File: src/rtl/serial_subtractor.sv
// serial_subtractor: digit-serial a - b - bin, DIGIT bits per clock, LSB digit first.
// Define SERIAL_SUBTRACTOR_OVF_EN to add the registered two's-complement overflow output ovf_o.
module serial_subtractor #(
  parameter int WIDTH = 16,
  parameter int DIGIT = 4
) (
  input  logic             clk,
  input  logic             rst_n,
  input  logic             start_i,
  input  logic [WIDTH-1:0] a_i,
  input  logic [WIDTH-1:0] b_i,
  input  logic             bin_i,
  output logic             busy_o,
  output logic             done_o,
  output logic [WIDTH-1:0] diff_o,
`ifdef SERIAL_SUBTRACTOR_OVF_EN
  output logic             bout_o,
  output logic             ovf_o
`else
  output logic             bout_o
`endif
);
  localparam int NDIG = WIDTH / DIGIT;
  localparam int CW = NDIG > 1 ? $clog2(NDIG) : 1;
  if (WIDTH < 1 || DIGIT < 1 || DIGIT > WIDTH || WIDTH % DIGIT != 0) begin : g_bad_param
    $fatal(1, "serial_subtractor: DIGIT must be in 1..WIDTH and divide WIDTH");
  end
  typedef enum logic {IDLE, RUN} state_t;
  state_t state_q, state_d;
  logic [WIDTH-1:0] a_q, a_d, b_q, b_d, diff_q, diff_d, shifted;
  logic [CW-1:0] cnt_q, cnt_d;
  logic br_q, br_d, bout_q, bout_d, done_q;
  logic accept, run, last;
  logic [DIGIT:0] c;
  logic [DIGIT-1:0] dd;
  assign c[0] = br_q;
  for (genvar i = 0; i < DIGIT; i++) begin : g_cell
    assign dd[i]  = a_q[i] ^ b_q[i] ^ c[i];
    assign c[i+1] = (~a_q[i] & b_q[i]) | (~(a_q[i] ^ b_q[i]) & c[i]);
  end
  // Result digits fill the minuend register from the top as its digits are consumed.
  assign shifted = (a_q >> DIGIT) | (WIDTH'(dd) << (WIDTH - DIGIT));
  assign accept  = state_q == IDLE && start_i;
  assign run     = state_q == RUN;
  assign last    = run && cnt_q == CW'(NDIG - 1);
  always_comb begin
    state_d = accept ? RUN : last ? IDLE : state_q;
    a_d     = accept ? a_i : run ? shifted : a_q;
    b_d     = accept ? b_i : run ? b_q >> DIGIT : b_q;
    br_d    = accept ? bin_i : run ? c[DIGIT] : br_q;
    cnt_d   = accept ? '0 : run ? cnt_q + CW'(1) : cnt_q;
    diff_d  = last ? shifted : diff_q;
    bout_d  = last ? c[DIGIT] : bout_q;
  end
  always_ff @(posedge clk or negedge rst_n) begin
    if (!rst_n) begin
      state_q <= IDLE;
      a_q     <= '0;
      b_q     <= '0;
      br_q    <= 1'b0;
      cnt_q   <= '0;
      diff_q  <= '0;
      bout_q  <= 1'b0;
      done_q  <= 1'b0;
    end else begin
      state_q <= state_d;
      a_q     <= a_d;
      b_q     <= b_d;
      br_q    <= br_d;
      cnt_q   <= cnt_d;
      diff_q  <= diff_d;
      bout_q  <= bout_d;
      done_q  <= last;
    end
  end
  assign busy_o = run;
  assign done_o = done_q;
  assign diff_o = diff_q;
  assign bout_o = bout_q;
`ifdef SERIAL_SUBTRACTOR_OVF_EN
  logic sa_q, sb_q, ovf_q;
  always_ff @(posedge clk or negedge rst_n) begin
    if (!rst_n) begin
      sa_q  <= 1'b0;
      sb_q  <= 1'b0;
      ovf_q <= 1'b0;
    end else begin
      sa_q  <= accept ? a_i[WIDTH-1] : sa_q;
      sb_q  <= accept ? b_i[WIDTH-1] : sb_q;
      ovf_q <= last ? (sa_q != sb_q) && (shifted[WIDTH-1] != sa_q) : ovf_q;
    end
  end
  assign ovf_o = ovf_q;
`endif
endmodule
File: config.mk
export PLATFORM = sky130hd
export DESIGN_NAME = serial_subtractor
export DESIGN_NICKNAME = d
export VERILOG_FILES = /design/src/rtl/serial_subtractor.sv
export SDC_FILE = /design/constraint.sdc
export NUM_CORES = 1
export LEC_CHECK = 0
export ABC_AREA = 1
export CORE_MARGIN = 2
export CORE_UTILIZATION = 62
export DETAILED_ROUTE_END_ITERATION = 8
export DONT_BUFFER_PORTS = 1
export PLACE_DENSITY = 0.88
export SLEW_MARGIN = 20
export SYNTH_ARGS = -nofsm -noshare
export SYNTH_HDL_FRONTEND = slang
export SYNTH_SLANG_ARGS = --single-unit
File: constraint.sdc
create_clock -name clk -period 2.6 [get_ports clk]
set_input_delay 0.13 -clock clk [delete_from_list [all_inputs] [get_ports clk]]
set_output_delay 0.13 -clock clk [all_outputs]
set_load 0.02 [all_outputs]
==> key figures <==
Timing
  – Slew margin rel.: between 60% and 70%
  – Worst slew pin tran: ~0.54 ns
  – Fmax: approximately 440 MHz
  – Setup ws final: approximately 0.34 ns
  – Tmin final: about 2.3 ns
  – WHS: -0.00467 ns
  – Final Cycle Share: 86.8%
  – Final Setup Violations: 0
  – Fin Setup TNS: 0 ns
  – Fin. Hold Viols: 1
  – Final slew viol count: 0
  – Clk_skew: approximately 0.011 ns
  – RSZ-0062 raised after global routing: false

Global route
  – Initial antenna violation count: 0
  – Vias in the first global route: about 2000
  – Global route overflow: 0
  – Largest net degree at the start of global routing: between 50 and 60
  – Global-route wire length before repair: between 9 and 10 mm
  – GRT Util Overall: a little under a third

Die
  – Core footprint: about 3700 sq um
  – Placement Rows: 22
  – Initial Utilization: roughly two thirds
  – Die Span Y: around 66 microns
  – Ports: 55
  – DIE AREA: approximately 4400 sq um
  – Die W: 66.4 microns

Yosys
  – Count of warnings emitted by yosys: 0
  – Mapped Nets: about 310
  – Seq/Total Area, Yosys: a little under three fifths
  – Count of different cell masters after synthesis: 14
  – #FFs+latches synth: 54
  – Syn Std Cell Area: roughly 2400 sq um
  – Cells after synthesis: 272
  – Mean post-synth cell area: 8.88 sq um

Power
  – PD cells: approximately 1200 nW/um^2
  – Sequential share of power: between 40% and 50%
  – Sw Share: between 40% and 50%
  – Peak VDD IR: 0.000717 V
  – Lkg Pwr: about 1.4 nW
  – Int Pwr: roughly 2 mW
  – Clock power frac: 16.8%
  – Combinational share of power: 35.5%
  – Switching Power: between 1 and 1.5 mW
  – Design Power: 3.43 mW

Finish
  – Share of layout cells above drive strength 1: under 10%
  – FILL cells: between 200 and 250
  – Final nets: 353
  – Most common cell after layout, fill and taps aside: nand2_1
  – Layout area overhead: 23.0%
  – Ant. Diodes: 0
  – Commonest cells after routing, fill and taps aside: nand2_1 (115), nand3_1 (62), dfrtp_1 (54)

Setup path
  – WP data required: between 2 and 3 ns
  – Crit path arrival time: 2.46 ns
  – R2R Setup Slk: about 0.34 ns
  – R2R Path End: a_q[15]
  – R2R Path Start: b_q[0]
  – Critical Path Sink Type: flip-flop
  – Critical Path Start Type: flip-flop
  – Maximum fanout along the worst path: 2
  – Critical path class: reg -> reg
  – Worst r2r path cells: 9
  – CP Capture Point: a_q[15]
  – Critical Path Source: b_q[0]

Place
  – Input/output buffers: 0
  – Final GP Congestion: 0.803
  – Setup WS pre-CTS: 0.411 ns
  – Final HPWL DP: roughly 3.3 mm

CTS
  – Clock Pin Slew Worst Setup and Hold Paths: roughly 0.090 ns
  – Root Driver: clkbuf_8
  – Clk buf depth: 2
  – H-tree Lvls: 2
  – CTS tree: built
  – Post-cts resize count: 0
  – CTS buffer count: 5
  – Setup bufs post-CTS: 0
  – Clk sink count: 54
  – Clock Latency Late Sink: 0.31 ns

Worst hold path
  – Hold WC Path Type: in -> reg
  – Worst Hold Launch: b_i[3]

Detailed routing
  – Drc violations: 0
  – First DRT Iteration DRCs: about 270
  – Final ANT Viol Nets: 0
  – Final Routed Wirelength: ~6.1 mm
  – Via count: between 2000 and 2500
  – Drt via density: ~5.8
  – DRT Pass-1 Iters: 4
  – Drt wl/cell: about 17 microns

Outcome
  – Failing checks: hold timing
  – Outcome: finished, violations left

Flow run
  – Max-cap violations: 0
==> timing repair <==
action                     in CTS  in global routing
hold endpoints to repair       77                  2
setup endpoints to repair       0                  0
hold buffers                   45                  3
==> synthesized netlist by cell type <==
cell | number | area, sq um
nand2_1 | 115 | 432
nand3_1 | 62 | 310
dfrtp_1 | 54 | 1350
inv_1 | 10 | 37.5
buf_2 | 8 | 40.0
buf_6 | 6 | 67.6
fa_1 | 4 | 80.1
o21ai_0 | 4 | 20.0
buf_4 | 3 | 22.5
inv_2 | 2 | 7.51
ha_1 | 1 | 12.5
nand2_4 | 1 | 11.3
nor2_1 | 1 | 3.75
nor2_8 | 1 | 20.0
==> final cells by class <==
| type | count | area, sq um | share of cell area, % |
|---|---|---|---|
| clock buffer | 6 | 82.6 | 2.78 |
| clock inverter | 1 | 30.0 | 1.01 |
| inverter | 12 | 45.0 | 1.52 |
| multi-input combinational | 189 | 890 | 29.9 |
| sequential | 54 | 1350 | 45.5 |
| tap | 48 | 60.1 | 2.02 |
| timing repair buffer | 50 | 513 | 17.3 |
==> per-stage QoR <==
| step | utilization, % | cell area [sq um] | instances |
|---|---|---|---|
| 2_1_floorplan | - | 2420 | 272 |
| 3_3_place_gp | 63.5 | 2360 | 305 |
| 3_5_place_dp | 63.5 | 2360 | 305 |
| 4_1_cts | 79.2 | 2940 | 357 |
| 5_1_grt | 80.0 | 2970 | 360 |
| 6_report | 80.0 | 2970 | 360 |
==> per-layer routing <==
layer | routed length [microns] | GRT usage [%] | vias up
met3 | 483 | 7.33 | 22
met1 | 2280 | 35.2 | 1001
met4 | 224 | 14.8 | 0
met2 | 3140 | 51.5 | 109
li1 | - | - | 941
met5 | 0 | 0 | -
==> worst max-delay path, cell delays in order, from the launching register on <==
cell and delay, ns:
dfrtp_1 0.40, inv_1 0.08, fa_1 0.17, inv_1 0.05
fa_1 0.41, fa_1 0.38, inv_1 0.08, fa_1 0.43
nand2_1 0.08, nand3_1 0.07
==> how the worst min path moves through the flow <==
stage                 to  cells past startpoint
2_1_floorplan     a_q[0]                      0
3_3_place_gp   diff_o[4]                      0
3_5_place_dp   diff_o[3]                      0
4_1_cts           b_q[3]                      2
5_1_grt           b_q[3]                      2
6_report          b_q[3]                      2
==> kinds of logic after synthesis <==
kind of cell | Yosys count | share of synthesized area [%]
simple gates | 180 | 32.2
flops | 54 | 55.9
buf+inv | 29 | 7.25
fa+ha+maj | 5 | 3.83
compound gates | 4 | 0.829
==> state kept, by name, summed over array words and instances, names as in the netlist <==
| register | flops |
|---|---|
| cnt_q | 2 |
| bout_o | 1 |
| b_q | 16 |
| done_o | 1 |
| a_q | 16 |
| br_q | 1 |
| diff_o | 16 |
| busy_o | 1 |
==> power by group through the flow <==
| stage | Clock, mW | Combinational, mW | Sequential (mW) |
|---|---|---|---|
| after floorplan | 0 | 0.892 | 1.57 |
| after global placement | 0 | 0.976 | 1.62 |
| after detailed placement | 0 | 1.05 | 1.64 |
| after CTS | 0.573 | 1.16 | 1.62 |
| after global routing | 0.615 | 1.35 | 1.67 |
| final | 0.577 | 1.22 | 1.63 |
Note: power is estimated with default switching activity, not from simulation.
